### config.mk
export PLATFORM = sky130hd
export DESIGN_NAME = cache_refill_unit_flat
export DESIGN_NICKNAME = d
export VERILOG_FILES = /design/src/rtl/cache_refill_unit_if.sv /design/src/rtl/cache_refill_unit.sv /design/src/flat_wrapper.sv
export SDC_FILE = /design/constraint.sdc
export NUM_CORES = 1
export LEC_CHECK = 0
export ABC_AREA = 1
export CAP_MARGIN = 10
export CELL_PAD_IN_SITES_DETAIL_PLACEMENT = 0
export CELL_PAD_IN_SITES_GLOBAL_PLACEMENT = 1
export CORE_ASPECT_RATIO = 1.4
export CORE_MARGIN = 4
export CORE_UTILIZATION = 22
export CTS_CLUSTER_SIZE = 25
export DETAILED_ROUTE_END_ITERATION = 8
export PLACE_DENSITY = 0.76
export SLEW_MARGIN = 20
export SYNTH_ARGS = -nofsm -noshare
export SYNTH_HDL_FRONTEND = slang
export SYNTH_SLANG_ARGS = --single-unit
### constraint.sdc
create_clock -name clk -period 1.78 [get_ports clk]
set_clock_uncertainty 0.15 [all_clocks]
set_input_delay 0.267 -clock clk [delete_from_list [all_inputs] [get_ports clk]]
set_output_delay 0.267 -clock clk [all_outputs]
set_load 0.005 [all_outputs]
### src/rtl/cache_refill_unit_if.sv
// Memory-side bus of the cache refill unit: one request channel plus a read-response channel.
interface cache_refill_unit_if #(
    parameter int ADDR_SIZE = 32
);
    logic                 mem_req_valid;
    logic                 mem_req_ready;
    logic [ADDR_SIZE-1:0] mem_req_addr;
    logic                 mem_req_write;
    logic [31:0]          mem_req_wdata;
    logic                 mem_resp_valid;
    logic [31:0]          mem_resp_data;

    // The refill unit issues requests and consumes responses.
    modport master (
        output mem_req_valid,
        output mem_req_addr,
        output mem_req_write,
        output mem_req_wdata,
        input  mem_req_ready,
        input  mem_resp_valid,
        input  mem_resp_data
    );

    // Main memory accepts requests and returns read words.
    modport slave (
        input  mem_req_valid,
        input  mem_req_addr,
        input  mem_req_write,
        input  mem_req_wdata,
        output mem_req_ready,
        output mem_resp_valid,
        output mem_resp_data
    );
endinterface

### src/rtl/cache_refill_unit.sv
// Data-cache miss handler: refills a whole block on a read miss and
// forwards every store to memory (write-through, no write-allocate),
// stalling the core until each operation has completed.
module cache_refill_unit #(
    parameter int ADDR_SIZE   = 32,
    parameter int BLOCK_WORDS = 4
) (
    input  logic                 clk,
    input  logic                 rst,
    input  logic                 req_valid,
    input  logic [ADDR_SIZE-1:0] req_addr,
    input  logic                 req_write,
    input  logic [31:0]          req_wdata,
    input  logic                 cache_hit,
    output logic                 stall,
    output logic                 fill_enable,
    output logic [ADDR_SIZE-1:0] fill_addr,
    output logic [31:0]          fill_data,
    output logic                 fill_last,
    cache_refill_unit_if.master  mem_bus
);

    localparam int WordOffsetSize = $clog2(BLOCK_WORDS);
    // A single-word block still needs a one-bit counter to index.
    localparam int CountSize = (WordOffsetSize > 0) ? WordOffsetSize : 1;
    localparam logic [CountSize-1:0] LastCount = CountSize'(BLOCK_WORDS - 1);
    localparam logic [ADDR_SIZE-1:0] BlockMask = ADDR_SIZE'(BLOCK_WORDS * 4 - 1);

    typedef enum logic [2:0] {
        IDLE,
        WRITE_REQ,
        READ_REQ,
        FILL,
        RESUME
    } state_t;

    state_t               state;
    state_t               next_state;
    logic [CountSize-1:0] count;
    logic                 start_write;
    logic                 start_read;
    logic                 resp_accept;
    logic                 last_word;

    // Decode the events that drive both the FSM and the datapath registers.
    always_comb begin
        start_write = (state == IDLE) && req_valid && req_write;
        start_read  = (state == IDLE) && req_valid && !req_write && !cache_hit;
        resp_accept = (state == FILL) && mem_bus.mem_resp_valid;
        last_word   = resp_accept && (count == LastCount);
    end

    // State register; reset abandons any in-flight memory transaction.
    always_ff @(posedge clk) begin
        if (rst) begin
            state <= IDLE;
        end else begin
            state <= next_state;
        end
    end

    // Next-state logic.
    always_comb begin
        next_state = state;
        case (state)
            IDLE: begin
                if (start_write) begin
                    next_state = WRITE_REQ;
                end else if (start_read) begin
                    next_state = READ_REQ;
                end
            end
            WRITE_REQ: begin
                if (mem_bus.mem_req_ready) begin
                    next_state = RESUME;
                end
            end
            READ_REQ: begin
                if (mem_bus.mem_req_ready) begin
                    next_state = FILL;
                end
            end
            FILL: begin
                if (last_word) begin
                    next_state = RESUME;
                end
            end
            RESUME: begin
                next_state = IDLE;
            end
            default: begin
                next_state = IDLE;
            end
        endcase
    end

    // Registered memory request fields and word counter; the request address doubles as the fill base.
    always_ff @(posedge clk) begin
        if (rst) begin
            mem_bus.mem_req_valid <= 1'b0;
            mem_bus.mem_req_write <= 1'b0;
            mem_bus.mem_req_addr  <= '0;
            mem_bus.mem_req_wdata <= '0;
            count                 <= '0;
        end else begin
            if (start_write) begin
                mem_bus.mem_req_valid <= 1'b1;
                mem_bus.mem_req_write <= 1'b1;
                mem_bus.mem_req_addr  <= req_addr;
                mem_bus.mem_req_wdata <= req_wdata;
            end else if (start_read) begin
                mem_bus.mem_req_valid <= 1'b1;
                mem_bus.mem_req_write <= 1'b0;
                mem_bus.mem_req_addr  <= req_addr & ~BlockMask;
                count                 <= '0;
            end else if (mem_bus.mem_req_valid && mem_bus.mem_req_ready) begin
                mem_bus.mem_req_valid <= 1'b0;
            end
            if (resp_accept && !last_word) begin
                count <= count + CountSize'(1);
            end
        end
    end

    // Core stall and cache fill outputs, combinational so fills line up with memory responses.
    always_comb begin
        stall = ((state != IDLE) && (state != RESUME)) ||
                ((state == IDLE) && req_valid && (req_write || !cache_hit));
        fill_enable = resp_accept;
        fill_last   = last_word;
        fill_addr   = '0;
        fill_data   = '0;
        if (resp_accept) begin
            fill_addr = mem_bus.mem_req_addr + ADDR_SIZE'({count, 2'b00});
            fill_data = mem_bus.mem_resp_data;
        end
    end

endmodule

### src/flat_wrapper.sv
// flat-port wrapper written by rule: the top's interface ports become plain ports
module cache_refill_unit_flat 
#(
    parameter int ADDR_SIZE   = 32,
    parameter int BLOCK_WORDS = 4
)
  (clk, rst, req_valid, req_addr, req_write, req_wdata, cache_hit, stall, fill_enable, fill_addr, fill_data, fill_last, mem_bus_mem_req_valid, mem_bus_mem_req_addr, mem_bus_mem_req_write, mem_bus_mem_req_wdata, mem_bus_mem_req_ready, mem_bus_mem_resp_valid, mem_bus_mem_resp_data);
  cache_refill_unit_if #(.ADDR_SIZE(ADDR_SIZE)) mem_bus_i ();
  input  logic clk;
  input  logic rst;
  input  logic req_valid;
  input  logic [ADDR_SIZE-1:0] req_addr;
  input  logic req_write;
  input  logic [31:0] req_wdata;
  input  logic cache_hit;
  output logic stall;
  output logic fill_enable;
  output logic [ADDR_SIZE-1:0] fill_addr;
  output logic [31:0] fill_data;
  output logic fill_last;
  output wire logic [$bits(mem_bus_i.mem_req_valid)-1:0] mem_bus_mem_req_valid;
  output wire logic [$bits(mem_bus_i.mem_req_addr)-1:0] mem_bus_mem_req_addr;
  output wire logic [$bits(mem_bus_i.mem_req_write)-1:0] mem_bus_mem_req_write;
  output wire logic [$bits(mem_bus_i.mem_req_wdata)-1:0] mem_bus_mem_req_wdata;
  input wire logic [$bits(mem_bus_i.mem_req_ready)-1:0] mem_bus_mem_req_ready;
  input wire logic [$bits(mem_bus_i.mem_resp_valid)-1:0] mem_bus_mem_resp_valid;
  input wire logic [$bits(mem_bus_i.mem_resp_data)-1:0] mem_bus_mem_resp_data;
  assign mem_bus_mem_req_valid = mem_bus_i.mem_req_valid;
  assign mem_bus_mem_req_addr = mem_bus_i.mem_req_addr;
  assign mem_bus_mem_req_write = mem_bus_i.mem_req_write;
  assign mem_bus_mem_req_wdata = mem_bus_i.mem_req_wdata;
  assign mem_bus_i.mem_req_ready = mem_bus_mem_req_ready;
  assign mem_bus_i.mem_resp_valid = mem_bus_mem_resp_valid;
  assign mem_bus_i.mem_resp_data = mem_bus_mem_resp_data;
  cache_refill_unit #(.ADDR_SIZE(ADDR_SIZE), .BLOCK_WORDS(BLOCK_WORDS)) u_core (.clk(clk), .rst(rst), .req_valid(req_valid), .req_addr(req_addr), .req_write(req_write), .req_wdata(req_wdata), .cache_hit(cache_hit), .stall(stall), .fill_enable(fill_enable), .fill_addr(fill_addr), .fill_data(fill_data), .fill_last(fill_last), .mem_bus(mem_bus_i));
endmodule
======== Word-level counts from Yosys, hierarchy flattened ========
Index checks and enable logic that the tools add are counted.
word-level totals
  register bits ........................... 71
  bits in latches ......................... 0
  memory bits (writable) .................. 0
  bits in read-only memories .............. 0
  input port bits ......................... 103
  word-level logic and storage cells ...... 58
  memories kept ........................... 0
operators by class
  add/sub/neg operators ................... 2
  $mul .................................... 0
  divide/modulo/power cells ............... 0
  $lt $le $gt $ge ......................... 0
  equal/unequal tests ..................... 10
  shift operators ......................... 0
  mux-type cells .......................... 18
  bitwise gates (word level) .............. 0
  reduce and logical (&&, ||, !) cells .... 22
operators by type and width
  kind                                                   count
  two-way mux 32 bit                                     4
  adder 32 x 4 -> 32 bit                                 1
  two-way mux 3 bit                                      5
  case mux 3 bit (4 select lines)                        1
  logical AND 1 bit                                      10
  == test 3 x 2 -> 1 bit, second input constant          2
  two-way mux 2 bit                                      3
  inequality test 2 bit, second input constant           3
  nonzero test 3 bit                                     2
  two-way mux 1 bit                                      5
  AND reduction 4 bit                                    1
  nonzero test 2 bit                                     2
  == test 3 x 1 -> 1 bit, second input constant          1
  zero test 1 bit                                        3
  zero test 3 bit                                        1
  inequality test 3 x 1 -> 1 bit, second input constant  1
  inequality test 3 bit, second input constant           1
  adder 2 x 1 -> 2 bit, second input constant            1
  == test 2 bit, second input constant                   1
  logical OR 1 bit                                       2
  inequality test 2 x 1 -> 1 bit, second input constant  1
  AND reduction 2 bit                                    1

======== Longest topological paths before layout ========
Gate-level depths: netlist of the first run.
  word-level depth ........................ 7
  mapped depth ............................ 10
  depth with buffers taken out ............ 10

======== Worst setup path before layout of the first run ========
OpenSTA, ideal clock, no wires.
  kind .................................... flip-flop to output port
  start ................................... register u_core.mem_bus.mem_req_addr[2]
  end ..................................... output port fill_addr[26]
  data arrival time ....................... 1529 ps
  data required time ...................... 1363 ps
  setup slack ............................. -166 ps
  stages on the path, launching flop included .. 10
  cell sequence ........................... dfxtp_1 ha_1 fa_1 nand2_1 nor2_4 nand2_1 inv_1 nand3_1 nand2_1 nor2_1
on the way
  longest elaborated chain between the ends .. 2
RTL lines
  what                    line                        text
  from (decl)             cache_refill_unit_if.sv:16  output mem_req_addr,
  from (signal assigned)  cache_refill_unit.sv:109    mem_bus.mem_req_addr <= req_addr;
  from (signal assigned)  cache_refill_unit.sv:114    mem_bus.mem_req_addr <= req_addr & ~BlockMask;
  adder 32 x 4 -> 32 bit  cache_refill_unit.sv:134    fill_addr = mem_bus.mem_req_addr + ADDR_SIZE'({count, 2'b00});
  two-way mux 32 bit      cache_refill_unit.sv:133    if (resp_accept) begin
  to (decl)               flat_wrapper.sv:18          output logic [ADDR_SIZE-1:0] fill_addr;
Every way passes these cells.

======== Final worst setup path of the first run ========
  start ................................... register u_core.count[0]
  end ..................................... output port fill_addr[28]
on the way
  longest elaborated chain between the ends .. 2
RTL lines
  what                    line                      text
  from (decl)             cache_refill_unit.sv:39   logic [CountSize-1:0] count;
  from (signal assigned)  cache_refill_unit.sv:120  count <= count + CountSize'(1);
  adder 32 x 4 -> 32 bit  cache_refill_unit.sv:134
  two-way mux 32 bit      cache_refill_unit.sv:133
Every way passes these cells.

==> reports/results.txt, run 1 <==
outcome = finished, violations left
failing checks = setup timing
top sig layer = met4
CTS tree = done
met3 WL post-DR = 1.18 mm
# rows = 58
fin worst setup slack = -0.651 ns
min-delay src = u_core.mem_bus.mem_req_write
Placed Cells = 1,191
DRT Pass-1 Iters = 4
Leak Pwr = 3.98 nW
Synth Flop Type = dfxtp_1
clk_lat worst skew = 0.34 ns
Die W = 122 um
crit share post-route = 137%
GRT overflow = 0
minimum clock period = 2.43 ns
most common library cell in the layout ignoring fill and taps = clkdlybuf4s50_1
worst reg2reg startpoint = u_core.state[2]
Crit Path Category = reg -> out
Clock Root Buffer = clkbuf_16
Post-DP HPWL = 13.4 mm
n_diodes = 0
PD cells = 930 nW/um^2
RSZ-0062 raised after global routing = yes
Finished Layout Cells = 1,251
EDFF count, synth = 0
HP Class = reg -> reg
layout cell share with drive strength beyond 1 = 40.3%
critical path peak fanout = 3
Sink Count = 71
crit path launch = u_core.count[0]
largest net degree at the start of global routing = 44
Yosys top cell area share = 35.6%
post-synthesis net count = 748
Nets = 1,113
final hold viol count = 0
area grow syn2layout = 118%
Mean Syn Cell Area = 6.23 um^2
crit-path cells = ha_4, fa_2, buf_4, buf_6, inv_4, nor2_4, nand2_1, nand2_1, nand2_2, nor2_2, buf_2
Iter 0 DRT Violations = 208
fmax = 411 MHz
GP Congestion = 0.878
Gate Count Post-Synth = 641
Least-Margin Pin Slew = 0.263 ns
Clock transition at path regs = 0.06 ns
Final Power = 8.11 mW
num ports = 236
hold-fix buffers at CTS = 0
Post-Synthesis Cell Area = 3990 um^2
Starting Density = 22.3%
Clock Path Buffers = 2
Top Family by Delay on Critical Path = adder cells
WL met2 = 10.3 mm
depth of the CTS H-tree = 3
Routed wire per std cell = 15.2 um
Port Buf Inserts = 235
Vias = 5,332
CTS buffer count = 9
wire length on met1 = 6.86 mm
synth top area cells = dfxtp_1, nor2_1, nand2_1
final WL = 19.0 mm
Buffers & Inverters on Critical Path = 4
Die ar. = 20,400 um^2
ys async rst share = 0%
most area-hungry cell type in the Yosys netlist = dfxtp_1
endpoints failing setup = 66
Max stage delay on crit path = 0.44 ns
Critical Path RT = 1.36 ns
Worst EP arrival = 2.01 ns
post-synth cell types = 33
first-pass GRT wire length = 27.3 mm
core box area = 17,900 um^2
vias in the first global route = 5,278
sequential area share after synthesis = 35.6%
maximum VDD drop = 783 uV
post-synthesis sequential element count = 71
fin. max-slew vios = 0
initial antenna violation count = 0
commonest cells after routing, fill and taps aside = clkdlybuf4s50_1, nor2_1, nand2_1
cell mode on critical path = nand2_1
ANT nets after route = 0
Crit. End Element = output port
GRT Util Overall = 17.1%
slew margin rel. = 82.4%
DRC violations left = 0
Die Y = 167 um
max-cap violations = 0
critical path's slowest cell = fa_2
Critical Path Source Type = flip-flop
Syn. warnings = 0
vias per cell = 4.26
## Yosys cell counts (2+ instances only)
library cell  count
dfxtp_1          71
inv_2             2
buf_4             3
nor2_2            7
buf_2             7
nand3_1          19
nand2_2           6
nor2_4            4
ha_1              3
nor2_1          198
xnor2_1           2
o21ai_1          16
clkbuf_1          5
buf_6            10
nand2_1         118
o21ai_0          54
inv_1            71
nor3_1            2
a21oi_1          29
## layer usage
layer,track usage [%],vias to the layer above
met5,0,-
met4,6.53,0
met3,4.97,36
met2,31.4,160
met1,18.1,2426
li1,-,2710
## sequential cells by signal, summed over array words and instances (netlist names)
name	flops
u_core.mem_bus.mem_req_addr	32
u_core.mem_bus.mem_req_wdata	32
u_core.state	3
u_core.count	2
u_core.mem_bus.mem_req_valid	1
u_core.mem_bus.mem_req_write	1
## path summary, 6_finish.rpt
path         slack, ns  depth (start not counted)                               to
min reg2reg       0.32                          2     u_core.mem_bus.mem_req_write
max reg2reg       0.04                         11  u_core.mem_bus.mem_req_addr[24]
max              -0.65                         11                    fill_addr[28]
min               0.32                          2     u_core.mem_bus.mem_req_write
## stage by stage
| stage | utilization (%) | setup WS (ns) | hold WS (ns) | instance area, um^2 | TNS, ns |
|---|---|---|---|---|---|
| 2_1_floorplan | - | -0.0267 | 0.252 | 4020 | -0.0608 |
| 3_3_place_gp | 40.9 | -0.604 | 0.302 | 7340 | -39.12 |
| 3_5_place_dp | 40.9 | -0.676 | 0.312 | 7340 | -41.29 |
| 4_1_cts | 44.6 | -0.612 | 0.328 | 7990 | -21.66 |
| 5_1_grt | 48.6 | -0.736 | 0.337 | 8720 | -25.16 |
| 6_report | 48.6 | -0.651 | 0.322 | 8720 | -19.35 |
## cell families (layout without fill, tap and decap cells)
family,count (synthesis),count (layout),synth area share [%]
and+or+nand+nor,359,359,37.2
AOI/OAI and AO/OA,103,103,13.2
buffers and inverters,101,471,11.9
DFF,71,71,35.6
adders and majority gates,4,4,1.44
xor gates and xnor gates,3,3,0.658
## report_power, final
part / internal, mW / leakage (nW) / switching (mW) / total (mW)
logic: 2.04 / 3.22 / 1.71 / 3.74
clock network: 1.37 / 0.166 / 0.755 / 2.13
registers: 1.98 / 0.597 / 0.257 / 2.24
total: 5.39 / 3.98 / 2.72 / 8.11
## layout make-up
class / count / area, um^2
Multi-Input combinational cell: 469 / 2750
Tap cell: 240 / 300
Sequential cell: 71 / 1480
Clock inverter: 7 / 120
Clock buffer: 9 / 225
Fill cell: 1805 / 9210
Inverter: 75 / 299
Timing Repair Buffer: 380 / 3540
## repair_timing
action / 4_1_cts / 5_1_grt
endpoints found under the setup margin: 86 / 143
gates cloned: 2 / 7
setup buffers: 29 / 14
pin swaps: 46 / 45
resized for setup: 399 / 169
## worst min-delay path, stage by stage (launching register included)
cell     delay [ns]
dfxtp_1        0.31
nand2_1        0.07
a21oi_2        0.04
No activity file was read; power rests on OpenSTA's default activity.
==> run 2, diff against run 1 <==
--- a/config.mk
+++ b/config.mk
@@ -10,7 +10,6 @@
 export CELL_PAD_IN_SITES_DETAIL_PLACEMENT = 0
 export CELL_PAD_IN_SITES_GLOBAL_PLACEMENT = 1
 export CORE_ASPECT_RATIO = 1.4
-export CORE_MARGIN = 4
 export CORE_UTILIZATION = 22
 export CTS_CLUSTER_SIZE = 25
 export DETAILED_ROUTE_END_ITERATION = 8
==> reports/results.txt, run 2 (same netlist as run 1, synthesis figures left out) <==
GP Congestion = 0.913
fmax = 419 MHz
FILL cells = 1,790
hold-fix buffers at CTS = 0
Clock Path Buffers = 2
DRT Pass-1 Iters = 4
endpoints failing setup = 62
commonest cells after routing, fill and taps aside = clkdlybuf4s50_1, nor2_1, nand2_1
utilization after layout = 48.7%
vias per cell = 4.24
layout cell share with drive strength beyond 1 = 38.3%
num ports = 236
Post-DP HPWL = 12.8 mm
failing checks = setup timing
Critical Path RT = 1.36 ns
sequential share of power = 30.6%
Die Y = 161 um
max-cap violations = 0
Critical Path Source Type = flip-flop
Vias = 5,271
reg2reg path depth = 11
worst hold slack = 0.316 ns
Routed wire per std cell = 14.3 um
n_diodes = 0
Nets = 1,110
Crit. End Element = output port
Comb pwr share = 46.4%
Crit Path Category = reg -> out
DRC violations left = 0
biggest regs = u_core.mem_bus.mem_req_addr (32), u_core.mem_bus.mem_req_wdata (32), u_core.state (3)
first-pass GRT wire length = 27.1 mm
switching share of power = 34.0%
Least-Margin Pin Slew = 0.305 ns
GRT Util Overall = 18.8%
fin. max-slew vios = 0
internal power = 4.87 mW
outcome = finished, violations left
slew margin rel. = 79.6%
CTS buffer count = 9
minimum clock period = 2.39 ns
maximum VDD drop = 512 uV
CTS tree = done
critical path peak fanout = 3
clk_lat worst skew = 0.33 ns
Port Buf Inserts = 235
crit path launch = u_core.count[0]
largest net degree at the start of global routing = 47
# rows = 57
Iter 0 DRT Violations = 186
Clock transition at path regs = 0.06 ns
worst reg2reg startpoint = u_core.state[2]
initial antenna violation count = 0
depth of the CTS H-tree = 3
R2R Setup Slk = 0.09 ns
GRT overflow = 0
vias in the first global route = 5,362
Clock Root Buffer = clkbuf_16
final hold viol count = 0
HP Class = reg -> reg
core box area = 17,500 um^2
most common library cell in the layout ignoring fill and taps = clkdlybuf4s50_1
PD cells = 864 nW/um^2
switching power of the nets = 2.51 mW
Starting Density = 22.8%
Sink Count = 71
Worst setup endpoint = fill_addr[16]
Fin Setup TNS = -20.89 ns
Clk network pwr share = 23.1%
Die W = 116 um
crit share post-route = 134%
Worst EP arrival = 1.97 ns
area grow syn2layout = 114%
Leak Pwr = 3.83 nW
r2r endpoint = u_core.count[0]
Die ar. = 18,700 um^2
RSZ-0062 raised after global routing = yes
ANT nets after route = 0
fin worst setup slack = -0.608 ns
final WL = 17.8 mm
[run 2: layout make-up]
class                      instances  area [um^2]  share of cell area [%]
clock buffer                      13          260                    3.05
multi-input combinational        469         2700                    31.6
tap                              236          295                    3.46
inverter                          75          302                    3.53
sequential                        71         1480                    17.3
timing repair buffer             377         3490                    40.9
clock inverter                     3         17.5                   0.205
[run 2: repair_timing]
action,CTS,global route
resized for setup,409,143
pin swaps,50,51
setup buffers,39,14
gates cloned,4,0
endpoints found under the setup margin,83,118
[run 2: how the worst min path moves through the flow]
stage	depth (start not counted)	from	endpoint
6_report	2	u_core.mem_bus.mem_req_valid	u_core.mem_bus.mem_req_valid
5_1_grt	3	req_addr[2]	u_core.mem_bus.mem_req_addr[2]
4_1_cts	2	u_core.mem_bus.mem_req_valid	u_core.mem_bus.mem_req_valid
3_5_place_dp	2	u_core.mem_bus.mem_req_valid	u_core.mem_bus.mem_req_valid
3_3_place_gp	2	u_core.mem_bus.mem_req_valid	u_core.mem_bus.mem_req_valid
2_1_floorplan	2	req_wdata[0]	u_core.mem_bus.mem_req_wdata[0]
[run 2: metrics by stage]
step	cells	total power, mW	setup WS, ns	instance area [um^2]
after floorplan	641	3.41	-0.0267	4020
after global placement	1179	5.17	-0.739	7230
after detailed placement	1179	5.18	-0.803	7230
after CTS	1236	7.23	-0.559	8000
after global routing	1244	7.88	-0.702	8540
final	1244	7.38	-0.608	8540
[run 2: power groups by stage]
stage / Clock, mW / Sequential [mW] / Combinational (mW)
2_1_floorplan: 0 / 2.26 / 1.16
4_1_cts: 1.76 / 2.24 / 3.23
3_3_place_gp: 0 / 2.23 / 2.94
3_5_place_dp: 0 / 2.22 / 2.95
6_report: 1.70 / 2.26 / 3.42
5_1_grt: 1.83 / 2.31 / 3.74
[run 2: routing by layer]
layer  wire length, um  global-route usage (%)
met5                 0                       0
met4               571                    7.93
met3               837                    3.56
met1              6850                    20.6
met2              9540                    34.5
[run 2: worst max-delay path, stage by stage, from the launching register on]
cell,delay (ns)
dfxtp_2,0.33
ha_4,0.16
fa_2,0.44
buf_6,0.15
nand3_4,0.07
nor2_4,0.04
and3_4,0.15
nand2_2,0.05
nand2_1,0.04
nor2_1,0.09
buf_2,0.12
==> run 3, diff against run 2 <==
--- a/config.mk
+++ b/config.mk
@@ -6,7 +6,6 @@
 export NUM_CORES = 1
 export LEC_CHECK = 0
 export ABC_AREA = 1
-export CAP_MARGIN = 10
 export CELL_PAD_IN_SITES_DETAIL_PLACEMENT = 0
 export CELL_PAD_IN_SITES_GLOBAL_PLACEMENT = 1
 export CORE_ASPECT_RATIO = 1.4
==> results of run 3 <==
Same layout as run 2: the final DEF is identical, and so are final timing and power.
